<file path="src/rtl/mem_common_pkg.sv">
// ---------------------------------------------------------------------------
// mem_common
//   Shared types for the instruction-cache request arbiter.
//   - t_ic_src  : source tag of an in-flight icache request (demand / prefetch)
//   - t_ic_line : line address for the default 32-bit / 64-byte-line config
//   Modules with other ADDR_W / LINE_BYTES settings derive their own line
//   width locally; t_ic_line is the common-case type used by neighbours.
// ---------------------------------------------------------------------------
package mem_common;

    localparam int IC_ADDR_W     = 32;
    localparam int IC_LINE_BYTES = 64;
    localparam int IC_OFF_W      = $clog2(IC_LINE_BYTES);

    typedef enum logic {
        IC_SRC_DMD = 1'b0,
        IC_SRC_PF  = 1'b1
    } t_ic_src;

    typedef logic [IC_ADDR_W-IC_OFF_W-1:0] t_ic_line;

endpackage

</file>
<file path="src/rtl/ic_arb_src_fifo.sv">
// ---------------------------------------------------------------------------
// ic_arb_src_fifo
//   DEPTH x 1-bit FIFO recording the source (demand / prefetch) of every
//   request issued to the icache, in issue order. The head is read
//   combinationally so the response can be routed in the same cycle.
//   Push and pop may happen in the same cycle (also when full or empty
//   only in the legal direction: pop-while-full, push-while-empty).
// Ports
//   clk, reset_n      clock, asynchronous active-low reset
//   push, push_src    write one source tag
//   pop               retire the head entry
//   head              source tag at the head (valid when !empty)
//   full, empty       occupancy flags
// DEPTH must be a power of two, >= 2.
// ---------------------------------------------------------------------------
module ic_arb_src_fifo
    import mem_common::*;
#(
    parameter int DEPTH = 8
) (
    input  logic    clk,
    input  logic    reset_n,
    input  logic    push,
    input  t_ic_src push_src,
    input  logic    pop,
    output t_ic_src head,
    output logic    full,
    output logic    empty
);

    localparam int PTR_W = $clog2(DEPTH);
    localparam int CNT_W = PTR_W + 1;

    logic [PTR_W-1:0] wr_ptr_q, wr_ptr_d;
    logic [PTR_W-1:0] rd_ptr_q, rd_ptr_d;
    logic [CNT_W-1:0] count_q, count_d;
    t_ic_src          mem_q [DEPTH];

    assign full  = (count_q == CNT_W'(DEPTH));
    assign empty = (count_q == '0);
    assign head  = mem_q[rd_ptr_q];

    always_comb begin
        wr_ptr_d = wr_ptr_q + PTR_W'(push);
        rd_ptr_d = rd_ptr_q + PTR_W'(pop);
        count_d  = count_q + CNT_W'(push) - CNT_W'(pop);
    end

    always_ff @(posedge clk or negedge reset_n) begin
        if (!reset_n) begin
            wr_ptr_q <= '0;
            rd_ptr_q <= '0;
            count_q  <= '0;
        end else begin
            wr_ptr_q <= wr_ptr_d;
            rd_ptr_q <= rd_ptr_d;
            count_q  <= count_d;
        end
    end

    // One flop per entry; only the entry under the write pointer loads.
    for (genvar gi = 0; gi < DEPTH; gi++) begin : g_entry
        always_ff @(posedge clk or negedge reset_n) begin
            if (!reset_n) begin
                mem_q[gi] <= IC_SRC_DMD;
            end else if (push && (wr_ptr_q == PTR_W'(gi))) begin
                mem_q[gi] <= push_src;
            end
        end
    end

    // The arbiter never issues while the outstanding count is at MAX.
    a_no_overflow : assert property (@(posedge clk) disable iff (!reset_n)
        !(push && full && !pop));

endmodule

</file>
<file path="src/rtl/ic_req_arb.sv">
// ---------------------------------------------------------------------------
// ic_req_arb
//   Arbitrates the icache request port between demand misses from fe_buf
//   and a next-line prefetcher. Demand always wins. In-flight requests are
//   tracked in order so demand responses can be forwarded to fe_buf while
//   prefetch responses are dropped (the icache fills itself on prefetch).
//
// Ports
//   clk, reset_n                     clock, asynchronous active-low reset
//   flush                            cancels pending (un-issued) prefetches
//   dmd_req_valid/ready/addr         demand request from fe_buf
//   dmd_rsp_valid/addr/data          demand response to fe_buf (0-cycle)
//   ic_req_valid/addr/pf             request to icache (0-cycle issue)
//   ic_rsp_valid/addr/data           in-order icache response
//   busy                             requests in flight or prefetch pending
//   perf_dmd_cnt/perf_pf_cnt/perf_stall_cnt   saturating perf counters
//
// Configuration macro
//   ICARB_PERF_EN : build the perf counters; otherwise the perf ports are 0.
//
// Prefetch window: [pf_next, pf_end) in line units, modulo 2^(line width).
// ---------------------------------------------------------------------------
module ic_req_arb
    import mem_common::*;
#(
    parameter int ADDR_W     = 32,
    parameter int LINE_BYTES = 64,
    parameter int PF_DEPTH   = 2,
    parameter int MAX_OUTST  = 8
) (
    input  logic                    clk,
    input  logic                    reset_n,
    input  logic                    flush,
    input  logic                    dmd_req_valid,
    output logic                    dmd_req_ready,
    input  logic [ADDR_W-1:0]       dmd_req_addr,
    output logic                    dmd_rsp_valid,
    output logic [ADDR_W-1:0]       dmd_rsp_addr,
    output logic [LINE_BYTES*8-1:0] dmd_rsp_data,
    output logic                    ic_req_valid,
    output logic [ADDR_W-1:0]       ic_req_addr,
    output logic                    ic_req_pf,
    input  logic                    ic_rsp_valid,
    input  logic [ADDR_W-1:0]       ic_rsp_addr,
    input  logic [LINE_BYTES*8-1:0] ic_rsp_data,
    output logic                    busy,
    output logic [31:0]             perf_dmd_cnt,
    output logic [31:0]             perf_pf_cnt,
    output logic [31:0]             perf_stall_cnt
);

    localparam int OFF_W  = $clog2(LINE_BYTES);
    localparam int LINE_W = ADDR_W - OFF_W;
    localparam int CNT_W  = $clog2(MAX_OUTST) + 1;

    typedef logic [LINE_W-1:0] line_t;

    line_t            pf_next_q, pf_next_d;
    line_t            pf_end_q,  pf_end_d;
    logic [CNT_W-1:0] outst_q,   outst_d;

    line_t   dmd_line;
    line_t   pf_dist;
    line_t   issue_line;
    logic    outst_room;
    logic    pf_pending;
    logic    dmd_acc;
    logic    pf_iss;
    logic    issue;
    logic    rsp_pop;
    t_ic_src fifo_head;
    logic    fifo_full;
    logic    fifo_empty;

    // Byte offset inside the line is don't-care for demand requests.
    logic unused_addr_bits;
    assign unused_addr_bits = ^dmd_req_addr[OFF_W-1:0];

    assign dmd_line   = dmd_req_addr[ADDR_W-1:OFF_W];
    assign pf_dist    = pf_next_q - dmd_line;
    assign outst_room = (outst_q < CNT_W'(MAX_OUTST));
    assign pf_pending = (pf_next_q != pf_end_q);

    // ------------------------------------------------------------------
    // Arbitration: demand strictly first, prefetch only in idle slots.
    // ready is gated by reset_n so every output reads 0 while in reset.
    // ------------------------------------------------------------------
    assign dmd_req_ready = reset_n & outst_room;
    assign dmd_acc       = dmd_req_valid & dmd_req_ready;
    assign pf_iss        = ~dmd_acc & pf_pending & outst_room & ~flush;
    assign issue         = dmd_acc | pf_iss;

    assign issue_line   = dmd_acc ? dmd_line : pf_next_q;
    assign ic_req_valid = issue;
    assign ic_req_addr  = issue ? {issue_line, {OFF_W{1'b0}}} : '0;
    assign ic_req_pf    = pf_iss;

    // ------------------------------------------------------------------
    // Prefetch window update. Flush wins over a concurrent demand: the
    // demand still issues, but the window collapses to empty.
    // A demand whose line is just behind pf_next (already-prefetched
    // region) keeps pf_next so lines are not prefetched twice.
    // ------------------------------------------------------------------
    always_comb begin
        pf_next_d = pf_next_q;
        pf_end_d  = pf_end_q;
        if (flush) begin
            pf_next_d = pf_end_q;
        end else if (dmd_acc) begin
            pf_end_d = dmd_line + LINE_W'(1 + PF_DEPTH);
            if (!((pf_dist >= LINE_W'(1)) && (pf_dist <= LINE_W'(PF_DEPTH)))) begin
                pf_next_d = dmd_line + LINE_W'(1);
            end
        end else if (pf_iss) begin
            pf_next_d = pf_next_q + LINE_W'(1);
        end
    end

    // ------------------------------------------------------------------
    // Outstanding counter and in-order source tracking.
    // ------------------------------------------------------------------
    assign rsp_pop = ic_rsp_valid & ~fifo_empty;

    always_comb begin
        outst_d = outst_q + CNT_W'(issue) - CNT_W'(rsp_pop);
    end

    always_ff @(posedge clk or negedge reset_n) begin
        if (!reset_n) begin
            pf_next_q <= '0;
            pf_end_q  <= '0;
            outst_q   <= '0;
        end else begin
            pf_next_q <= pf_next_d;
            pf_end_q  <= pf_end_d;
            outst_q   <= outst_d;
        end
    end

    ic_arb_src_fifo #(
        .DEPTH (MAX_OUTST)
    ) u_src_fifo (
        .clk      (clk),
        .reset_n  (reset_n),
        .push     (issue),
        .push_src (pf_iss ? IC_SRC_PF : IC_SRC_DMD),
        .pop      (rsp_pop),
        .head     (fifo_head),
        .full     (fifo_full),
        .empty    (fifo_empty)
    );

    // Response routing: forward demand responses, drop prefetch fills.
    assign dmd_rsp_valid = rsp_pop & (fifo_head == IC_SRC_DMD);
    assign dmd_rsp_addr  = ic_rsp_addr;
    assign dmd_rsp_data  = ic_rsp_data;

    assign busy = (outst_q != '0) | pf_pending;

    a_rsp_tracked : assert property (@(posedge clk) disable iff (!reset_n)
        (ic_rsp_valid |-> !fifo_empty));

    a_issue_not_full : assert property (@(posedge clk) disable iff (!reset_n)
        (issue |-> !fifo_full));

    // ------------------------------------------------------------------
    // Performance counters (saturating at all-ones).
    // ------------------------------------------------------------------
`ifdef ICARB_PERF_EN
    logic [31:0] perf_dmd_q,   perf_dmd_d;
    logic [31:0] perf_pf_q,    perf_pf_d;
    logic [31:0] perf_stall_q, perf_stall_d;

    always_comb begin
        perf_dmd_d   = perf_dmd_q;
        perf_pf_d    = perf_pf_q;
        perf_stall_d = perf_stall_q;
        if (dmd_acc && (perf_dmd_q != '1)) begin
            perf_dmd_d = perf_dmd_q + 32'd1;
        end
        if (pf_iss && (perf_pf_q != '1)) begin
            perf_pf_d = perf_pf_q + 32'd1;
        end
        if (dmd_req_valid && !dmd_req_ready && (perf_stall_q != '1)) begin
            perf_stall_d = perf_stall_q + 32'd1;
        end
    end

    always_ff @(posedge clk or negedge reset_n) begin
        if (!reset_n) begin
            perf_dmd_q   <= '0;
            perf_pf_q    <= '0;
            perf_stall_q <= '0;
        end else begin
            perf_dmd_q   <= perf_dmd_d;
            perf_pf_q    <= perf_pf_d;
            perf_stall_q <= perf_stall_d;
        end
    end

    assign perf_dmd_cnt   = perf_dmd_q;
    assign perf_pf_cnt    = perf_pf_q;
    assign perf_stall_cnt = perf_stall_q;
`else
    assign perf_dmd_cnt   = '0;
    assign perf_pf_cnt    = '0;
    assign perf_stall_cnt = '0;
`endif

endmodule

</file>
<file path="config.mk">
export PLATFORM = sky130hd
export DESIGN_NAME = ic_req_arb
export DESIGN_NICKNAME = d
export VERILOG_FILES = /design/src/rtl/mem_common_pkg.sv /design/src/rtl/ic_arb_src_fifo.sv /design/src/rtl/ic_req_arb.sv
export SDC_FILE = /design/constraint.sdc
export NUM_CORES = 1
export LEC_CHECK = 0
export BUFFER_PORTS_ARGS = -buffer_cell sky130_fd_sc_hd__buf_4
export CORE_AREA = 2 2 495 497
export CTS_BUF_LIST = sky130_fd_sc_hd__clkbuf_4
export CTS_CLUSTER_SIZE = 28
export DETAILED_ROUTE_END_ITERATION = 10
export DIE_AREA = 0 0 497 499
export PLACE_DENSITY = 0.3
export SYNTH_ARGS = -nofsm -noshare
export SYNTH_HDL_FRONTEND = slang
export SYNTH_HIERARCHICAL = 1
export SYNTH_SLANG_ARGS = --single-unit
</file>
<file path="constraint.sdc">
create_clock -name clk -period 4.55 [get_ports clk]
set_input_delay 0.455 -clock clk [delete_from_list [all_inputs] [get_ports clk]]
set_output_delay 0.455 -clock clk [all_outputs]
set_load 0.005 [all_outputs]
</file>
==> reports/metrics.yaml, run 1 <==
status:
  outcome: "finished, final reports clean"
placed_design:
  globalplace.congestion: 0.7157
  placed_area_sq_um: 11820
  numPortBuffers: 61
  pre_cts_ws_ns: 0.3348
  hpwl_mm: 81.47
critical_path:
  r2r-end: "pf_next_q[14]"
  worstSetupEndpoint: "ic_req_addr[6]"
  r2r-start: "pf_next_q[0]"
  endpoint_kind: "output pin"
  arrival_ns: 3.74
  timing.reg2reg.setup_slack_ns: 0.41
  path_class: "register to output pin"
  startpoint_type: "register"
  rr_worst_depth: 14
  path_max_fanout: 18
  cp.required_ns: 4.09
  crit_start: "pf_next_q[3]"
sta:
  drv_slew: 0
  worstMarginPinSlew_ns: 0.8646
  max_freq_mhz: 238.6
  finalHoldViolations: 0
  setup_viol: 0
  maxSlewHeadroom_pct: 42.36
  fin_crit_sh_pct: 92.09
  rsz0062_at_grt: "no"
  timing.final.crit_period_ns: 4.190
  clock_skew_ns: 0.04243
  layout_setup_ws_ns: 0.3597
  fin_tns_setup_ns: 0
global_routing:
  grt_antenna_before_repair: 21
  grtUsageTotal_pct: 7.065
  grt_overflow: 0
  grt_pass1_wl_mm: 109.1
  grt_pass1_vias: 7669
  grt_max_degree: 55
final_layout:
  nNetsFinal: 1628
  stdcell_area_sq_um: 11970
  syn_to_final_growth_pct: 2.993
  postLayoutCoreUtil_pct: 4.936
  drive_above_1_share_pct: 16.67
clocking:
  clkLatencyLatePin_ns: 0.61
  cts_buffer_depth: 2
  cts.sinks: 74
  cts_tree: "yes"
  cts_root_buf: "clkbuf_4"
  cts_setup_buffers: 0
  clk_pin_slew_ns: 0.19
  cts_max_level: 3
  numCtsBuffers: 9
drt:
  totalWireLength_mm: 91.24
  detail_route.vias_per_cell: 1.773
  drt_iter0_drc: 388
  firstDrtPassIters: 4
  routedWlPerCell_microns: 21.64
  postRouteAntennaNets: 0
  drc: 0
  vias: 7477
logic_synthesis:
  syn_area_sq_um: 11620
  synth.avg_cell_area_sq_um: 7.934
  syn_inst: 1465
  yosysWarnings: 6
floorplan:
  die_h_microns: 499
  rows: 181
  die_x_microns: 497
  start_util_pct: 4.792
  fp.coreArea_sq_um: 242500
  dieArea_sq_um: 248000
  pin_count: 1258
worst_hold_path:
  hold_class: "input pin to register"
run:
  cap_violations: 0
pwr:
  p_leak_uw: 0.004005
  vdd_drop_max_v: 0.0001278
  power.density_nw_per_um2: 404.5
final cells by class:
| type | count | area (sq um) |
|---|---|---|
| fill | 28720 | 230600 |
| multi-input combinational | 757 | 4959 |
| tap | 3202 | 4006 |
| sequential | 74 | 1852 |
| timing repair buffer | 108 | 825.8 |
| inverter | 53 | 198.9 |
| clock buffer | 9 | 67.56 |
| clock inverter | 7 | 45.04 |
| antenna | 7 | 17.52 |
worst min path at each step:
| stage | from | endpoint | slack (ns) | cells after the start |
|---|---|---|---|---|
| detailed placement | u_src_fifo/rd_ptr_q[2] | u_src_fifo/rd_ptr_q[2] | 0.47 | 1 |
| global route | dmd_req_addr[16] | pf_end_q[10] | 0.10 | 3 |
| finish | dmd_req_addr[12] | pf_end_q[6] | 0.15 | 3 |
| floorplan | reset_n | outst_q[0] | 0.16 | 0 |
| CTS | dmd_req_addr[12] | pf_end_q[6] | 0.07 | 3 |
| global placement | u_src_fifo/rd_ptr_q[2] | u_src_fifo/rd_ptr_q[2] | 0.47 | 1 |
cells in the final DEF, fill, tap and decap left out, types with 3 or more instances in the layout:
cell	n
clkinv_1	3
nand3b_1	3
conb_1	102
nand4_1	14
inv_1	52
a221o_1	3
diode_2	7
buf_4	106
a211oi_1	5
nand2_1	108
mux2i_1	19
nor2_1	53
or3_1	9
nor2b_1	9
a221oi_1	5
nor3b_1	4
nand2b_1	8
mux2_4	18
and2_1	3
nand3_1	21
a21oi_1	30
o22ai_1	6
mux2_2	18
nor4_1	13
dfrtp_1	74
o21a_1	4
a21o_1	16
nor3_1	18
xor2_1	40
fa_1	3
and3_1	6
ha_1	41
or2_2	3
o21bai_1	3
clkbuf_4	9
xnor2_1	54
o21ai_0	82
metal layers:
metal | track usage (%) | vias to the layer above | wire (microns)
met5 | 0.4245 | - | 161
met4 | 5.862 | 4 | 8521
met3 | 8.344 | 357 | 23540
met2 | 12.17 | 819 | 44310
met1 | 3.208 | 3167 | 14700
li1 | - | 3130 | -
critical path: stages (launching register included):
cell and delay (ns):
dfrtp_1 0.44, buf_4 0.18, xor2_1 0.22, nor4_1 0.40
nand3_1 0.19, nor4_2 0.43, nor4_2 0.08, buf_4 0.26
nor2_2 0.25, inv_1 0.27, and2_1 0.27, buf_4 0.14
sequential cells by signal, summed over array words and instances, names as in the netlist:
signal / cells
pf_end_q: 26
pf_next_q: 26
u_src_fifo/mem_q: 8
outst_q: 4
u_src_fifo/count_q: 4
u_src_fifo/rd_ptr_q: 3
u_src_fifo/wr_ptr_q: 3
timing repair:
action                                  in CTS  in global routing
endpoints found under the setup margin       5                  0
hold buffers                                 1                  0
endpoints found under the hold margin       20                  0
resized for setup                            2                  0
power breakdown:
part	total (uW)	leakage (uW)	switching [uW]	internal (uW)
Combinational	3070	0.00303	1730	1340
Clock	458	0.0000574	349	109
Sequential	1310	0.000920	341	971
Total	4840	0.00400	2420	2420
through the flow:
step                      hold WS [ns]  total power [uW]  std cells
after floorplan                 0.1594              3682       1566
after CTS                      0.07486              5015       4210
final                           0.1535              4843       4217
after global placement          0.4675              4549       4193
after global routing            0.1022              5347       4216
after detailed placement        0.4657              4507       4193
No activity file was read; power rests on OpenSTA's default activity.
==> run 2: changes to the inputs <==
--- a/config.mk
+++ b/config.mk
@@ -5,12 +5,13 @@
 export SDC_FILE = /design/constraint.sdc
 export NUM_CORES = 1
 export LEC_CHECK = 0
+export ABC_AREA = 1
 export BUFFER_PORTS_ARGS = -buffer_cell sky130_fd_sc_hd__buf_4
-export CORE_AREA = 2 2 495 497
-export CTS_BUF_LIST = sky130_fd_sc_hd__clkbuf_4
+export CORE_AREA = 2 2 487 489
+export CTS_BUF_LIST = sky130_fd_sc_hd__clkbuf_16
 export CTS_CLUSTER_SIZE = 28
 export DETAILED_ROUTE_END_ITERATION = 10
-export DIE_AREA = 0 0 497 499
+export DIE_AREA = 0 0 489 491
 export PLACE_DENSITY = 0.3
 export SYNTH_ARGS = -nofsm -noshare
 export SYNTH_HDL_FRONTEND = slang
==> reports/metrics.yaml, run 2 <==
critical_path:
  arrival_ns: 3.32  # -0.42 ns
  path_max_fanout: 11  # -7
  timing.reg2reg.setup_slack_ns: 1.10  # +0.69 ns
  r2r-end: "pf_next_q[24]"
  rr_worst_depth: 22  # +8
  r2r-start: "pf_next_q[0]"
  endpoint_kind: "output pin"
  path_class: "register to output pin"
  cp.required_ns: 4.09  # about the same
  startpoint_type: "register"
pwr:
  power.density_nw_per_um2: 435.5  # +7.7%
  power.share.sequential_pct: 24.7  # -2.4 points
  p_leak_uw: 0.004841  # +21%
  p_int_uw: 2525  # +4.1%
  switching_share_pct: 53.33  # +3.4 points
  pwr-share-clk_pct: 12.9  # +3.4 points
  power_frac_comb_pct: 62.4  # -1.0 points
  switchingPower_uw: 2885  # +19%
  vdd_drop_max_v: 0.0001761  # +38%
final_layout:
  drive_above_1_share_pct: 9.411  # -7.3 points
  multiInputGateArea_sq_um: 5035  # +1.5%
  stdcell_area_sq_um: 12420  # +3.8%
  finalNonFillerCells: 4542  # +7.7%
  fillers: 27840  # -3.1%
  final_cell_mix: "nand2_1 (426), inv_1 (203), nor2_1 (126), conb_1 (102), nand3_1 (82)"
  nNetsFinal: 2013  # +24%
  postLayoutCoreUtil_pct: 5.296  # +0.36 points
  diodes: 0  # -7
  final_common_cell: "nand2_1"
  seqCellArea_sq_um: 1852  # unchanged
  syn_to_final_growth_pct: 1.203
  reg.largest.list: "pf_end_q: 26 flops, pf_next_q: 26 flops, u_src_fifo/mem_q: 8 flops"
clocking:
  cts_max_level: 3  # unchanged
  clk_pin_slew_ns: 0.06  # -0.13 ns
  cts_root_buf: "clkbuf_16"
  cts.sinks: 74  # unchanged
  clkLatencyLatePin_ns: 0.36  # -0.25 ns
  cts_setup_buffers: 0  # unchanged
  hold_buffers: 0  # -1
  numCtsBuffers: 9  # unchanged
  cts_buffer_depth: 2  # unchanged
  cts-resized-gates: 0  # -2
  cts_tree: "yes"
global_routing:
  grt_pass1_wl_mm: 121.4  # +11%
  grtUsageTotal_pct: 8.111  # +1.0 points
  grt_antenna_before_repair: 14  # -33%
  grt_overflow: 0  # unchanged
  grt_max_degree: 53  # -3.6%
  grt_pass1_vias: 9087  # +18%
drt:
  totalWireLength_mm: 101.8  # +12%
  postRouteAntennaNets: 0  # unchanged
  firstDrtPassIters: 5  # +1
  routedWlPerCell_microns: 22.41  # +3.6%
  detail_route.vias_per_cell: 1.998  # +13%
  drt_iter0_drc: 527  # +36%
  vias: 9074  # +21%
  drc: 0  # unchanged
sta:
  fin_crit_sh_pct: 82.96  # -9.1 points
  clock_skew_ns: 0.01432  # -0.02811 ns
  max_freq_mhz: 264.9  # +11%
  worstMarginPinSlew_ns: 0.8076  # -0.05695 ns
  drv_slew: 0  # unchanged
  rsz0062_at_grt: "no"
  setup_viol: 0  # unchanged
  whs_ns: 0.03276  # -0.1207 ns
  maxSlewHeadroom_pct: 45.59  # +3.2 points
  fin_tns_setup_ns: 0  # unchanged
  timing.final.crit_period_ns: 3.775  # -0.4155 ns
  finalHoldViolations: 0  # unchanged
placed_design:
  numPortBuffers: 61  # unchanged
  hpwl_mm: 93.05  # +14%
  globalplace.congestion: 0.7379  # +3.1%
  placed_cells: 4527  # +8.0%
  placed_area_sq_um: 12150  # +2.8%
status:
  outcome: "finished, final reports clean"
floorplan:
  die_h_microns: 491  # -1.6%
  rows: 178  # -1.7%
  die_x_microns: 489  # -1.6%
  start_util_pct: 5.233  # +0.44 points
  fp.coreArea_sq_um: 234500  # -3.3%
  pin_count: 1258  # unchanged
  dieArea_sq_um: 240100  # -3.2%
run:
  cap_violations: 0  # unchanged
worst_hold_path:
  hold_class: "input pin to async pin"
logic_synthesis:
  yosysWarnings: 6  # unchanged
  synth.avg_cell_area_sq_um: 6.546  # -18%
  syn_inst: 1875  # +28%
  syn_area_sq_um: 12270  # +5.6%
[run 2: worst max-delay path, stage by stage (launching register included)]
cell	delay [ns]
dfrtp_1	0.47
or2_2	0.33
nand4_1	0.14
nor3_1	0.08
nand3_1	0.17
nand4_1	0.16
nand2_1	0.31
clkinv_1	0.38
nor2_1	0.69
buf_4	0.23
[run 2: cell type report]
| type | count | area share (%) |
|---|---|---|
| Clock buffer | 9 | 1.813 |
| Clock inverter | 6 | 0.3425 |
| Inverter | 209 | 6.316 |
| Multi-Input combinational cell | 1022 | 40.54 |
| Sequential cell | 74 | 14.91 |
| Tap cell | 3150 | 31.73 |
| Timing Repair Buffer | 72 | 4.352 |
[run 2: worst max-delay path by stage]
stage | startpoint | end | cells after the start
2_1_floorplan | dmd_req_addr[6] | pf_next_q[12] | 19
3_3_place_gp | dmd_req_addr[14] | pf_next_q[22] | 17
3_5_place_dp | dmd_req_addr[9] | pf_next_q[20] | 18
4_1_cts | pf_next_q[16] | ic_req_addr[7] | 9
5_1_grt | pf_next_q[1] | ic_req_addr[7] | 10
6_report | pf_next_q[21] | ic_req_addr[7] | 9
[run 2: power groups by stage]
stage | logic [uW] | registers [uW] | clock network (uW)
floorplan | 2740 | 1210 | 0
global placement | 3510 | 1340 | 0
detailed placement | 3470 | 1340 | 0
CTS | 3490 | 1340 | 736
global route | 3900 | 1390 | 746
finish | 3370 | 1340 | 700
[run 2: layer usage]
metal | part of all wire [%] | vias to the layer above | routed length [microns] | track usage, %
met2 | 48 | 829 | 49090 | 14.05
li1 | - | 4046 | - | -
met4 | 7.1 | 2 | 7231 | 5.015
met1 | 18 | 3865 | 18750 | 4.287
met5 | 0.18 | - | 179 | 0.5233
met3 | 26 | 332 | 26510 | 9.407
[run 2: through the flow]
stage | setup slack [ns] | power, uW
6_report | 0.7753 | 5410
3_3_place_gp | 0.7916 | 4851
5_1_grt | 0.4180 | 6040
2_1_floorplan | 2.047 | 3950
4_1_cts | 0.5148 | 5560
3_5_place_dp | 0.8244 | 4818
==> run 3: changes to the inputs <==
==> constraint.sdc (replaced) <==
create_clock -name clk -period 3.6 [get_ports clk]
set_input_delay 0.36 -clock clk [delete_from_list [all_inputs] [get_ports clk]]
set_output_delay 0.36 -clock clk [all_outputs]
set_load 0.005 [all_outputs]
==> reports/metrics.yaml, run 3 (same netlist as run 2, synthesis figures left out) <==
sta:
  fin_tns_setup_ns: 0  # unchanged
  max_freq_mhz: 312.5
  whs_ns: 0.04587  # +0.01311 ns
  maxSlewHeadroom_pct: 47.07  # +1.5 points
  clock_skew_ns: 0.01050  # -0.003824 ns
  finalHoldViolations: 0  # unchanged
  timing.final.crit_period_ns: 3.200
  layout_setup_ws_ns: 0.4002  # -0.3750 ns
  setup_viol: 0  # unchanged
  fin_crit_sh_pct: 88.88
  worstMarginPinSlew_ns: 0.7940  # -0.01367 ns
  rsz0062_at_grt: "no"
  drv_slew: 0  # unchanged
drt:
  wl_met2_mm: 49.11  # about the same
  wl_met1_mm: 18.98  # +1.2%
  totalWireLength_mm: 102.1  # +0.33%
  drt_iter0_drc: 459  # -13%
  dr.max_layer_used: "met5"
  vias: 9015  # -0.65%
  postRouteAntennaNets: 0  # unchanged
  routedWlPerCell_microns: 22.43  # about the same
  met3_length_mm: 26.16  # -1.3%
  drc: 0  # unchanged
  detail_route.vias_per_cell: 1.980  # -0.89%
  firstDrtPassIters: 5  # unchanged
clocking:
  clkLatencyLatePin_ns: 0.36  # about the same
  hold_buffers: 0  # unchanged
  cts_max_level: 3  # unchanged
  cts-resized-gates: 0  # unchanged
  cts_buffer_depth: 2  # unchanged
  cts_tree: "yes"
  clk_pin_slew_ns: 0.07  # about the same
  cts_root_buf: "clkbuf_16"
  numCtsBuffers: 9  # unchanged
  cts_setup_buffers: 0  # unchanged
  cts.sinks: 74  # unchanged
final_layout:
  nNetsFinal: 2024  # +0.55%
  syn_to_final_growth_pct: 1.978
  drive_above_1_share_pct: 10.12  # +0.71 points
  final_common_cell: "nand2_1"
  final_cell_mix: "nand2_1 (426), inv_1 (203), nor2_1 (126), conb_1 (102)"
  diodes: 0  # unchanged
  reg.largest.list: "pf_end_q: 26 flops, pf_next_q: 26 flops, u_src_fifo/mem_q: 8 flops"
  fillers: 27900  # +0.19%
placed_design:
  hpwl_mm: 93.79  # +0.80%
  globalplace.congestion: 0.7707  # +4.4%
  pre_cts_ws_ns: 0.4090  # -0.4154 ns
  numPortBuffers: 61  # unchanged
global_routing:
  grt_pass1_vias: 9054  # -0.36%
  grt_antenna_before_repair: 14  # unchanged
  grtUsageTotal_pct: 8.132  # +0.021 points
  grt_overflow: 0  # unchanged
  grt_pass1_wl_mm: 121.2  # -0.14%
  grt_max_degree: 53  # unchanged
floorplan:
  pin_count: 1258  # unchanged
  die_h_microns: 491  # unchanged
  start_util_pct: 5.233  # unchanged
  fp.coreArea_sq_um: 234500  # unchanged
  die_x_microns: 489  # unchanged
  dieArea_sq_um: 240100  # unchanged
  rows: 178  # unchanged
critical_path:
  startpoint_type: "register"
  path_max_fanout: 26  # +15
  timing.reg2reg.setup_slack_ns: 0.51  # -0.59 ns
  endpoint_kind: "output pin"
  arrival_ns: 2.84  # -0.48 ns
  path_class: "register to output pin"
  cp.required_ns: 3.24  # -0.85 ns
pwr:
  pwr-share-clk_pct: 12.8  # about the same
  switching_share_pct: 53.23  # -0.096 points
  power.share.sequential_pct: 24.4  # -0.3 points
  power_frac_comb_pct: 62.8  # +0.4 points
  power.total_uw: 6939  # +28%
  power.density_nw_per_um2: 554.4  # +27%
  p_leak_uw: 0.004900  # +1.2%
  p_int_uw: 3245  # +29%
  switchingPower_uw: 3694  # +28%
  vdd_drop_max_v: 0.0002664  # +51%
status:
  outcome: "finished, final reports clean"
worst_hold_path:
  hold_class: "input pin to async pin"
run:
  cap_violations: 0  # unchanged
-- run 3: cell types whose count changed in the layout (fill, tap and decap cells not counted), sizes merged --
| cell | before | now |
|---|---|---|
| buf | 72 | 83 |
| inv | 208 | 209 |
| clkinv | 5 | 4 |
-- run 3: metrics by stage --
| step | instance area (sq um) | utilization [%] | cells |
|---|---|---|---|
| 2_1_floorplan | 12650 | - | 1976 |
| 3_3_place_gp | 12250 | 5.223 | 4538 |
| 3_5_place_dp | 12250 | 5.223 | 4538 |
| 4_1_cts | 12520 | 5.337 | 4553 |
| 5_1_grt | 12520 | 5.337 | 4553 |
| 6_report | 12520 | 5.337 | 4553 |
-- run 3: worst paths after layout --
kind,startpoint,end,cells past startpoint
max in group asynchronous,reset_n,pf_end_q[25],3
worst max register to register,pf_next_q[0],pf_next_q[8],20
worst min-delay path,reset_n,outst_q[3],2
worst min register to register,u_src_fifo/mem_q[5],u_src_fifo/mem_q[5],2
worst max-delay path,pf_next_q[3],ic_req_addr[9],11
min in group clk,dmd_req_addr[9],pf_end_q[3],3
-- run 3: power groups by stage --
stage / Sequential, uW / Clock (uW) / Combinational (uW)
3_5_place_dp: 1700 / 0 / 4530
4_1_cts: 1690 / 939 / 4560
3_3_place_gp: 1700 / 0 / 4580
6_report: 1690 / 890 / 4360
5_1_grt: 1760 / 954 / 5050
2_1_floorplan: 1530 / 0 / 3460
-- run 3: cell type report --
| class | count | area [sq um] | area share (%) |
|---|---|---|---|
| inverters | 209 | 784.5 | 6.268 |
| clock buffers | 9 | 225.2 | 1.799 |
| repair buffers | 83 | 635.6 | 5.078 |
| flip-flops and latches | 74 | 1852 | 14.80 |
| multi-input cells | 1022 | 5035 | 40.23 |
| well taps | 3150 | 3941 | 31.49 |
| clock inverters | 6 | 42.54 | 0.3399 |
-- run 3: worst max-delay path: stages (launching register included) --
cell and delay, ns:
dfrtp_1 0.47, xor2_1 0.18, nor3b_1 0.25, nand4_1 0.24, nor3_1 0.28, nand3_1 0.19, nand4_1 0.15, nand2_1 0.08
clkinv_1 0.08, buf_12 0.19, nor2_1 0.14, buf_4 0.19
-- run 3: per-layer routing --
layer  vias up  global-route usage (%)
li1       4069                       -
met1      3796                   4.328
met2       800                   14.05
met3       346                   9.269
met4         4                   5.188
met5         -                  0.9863
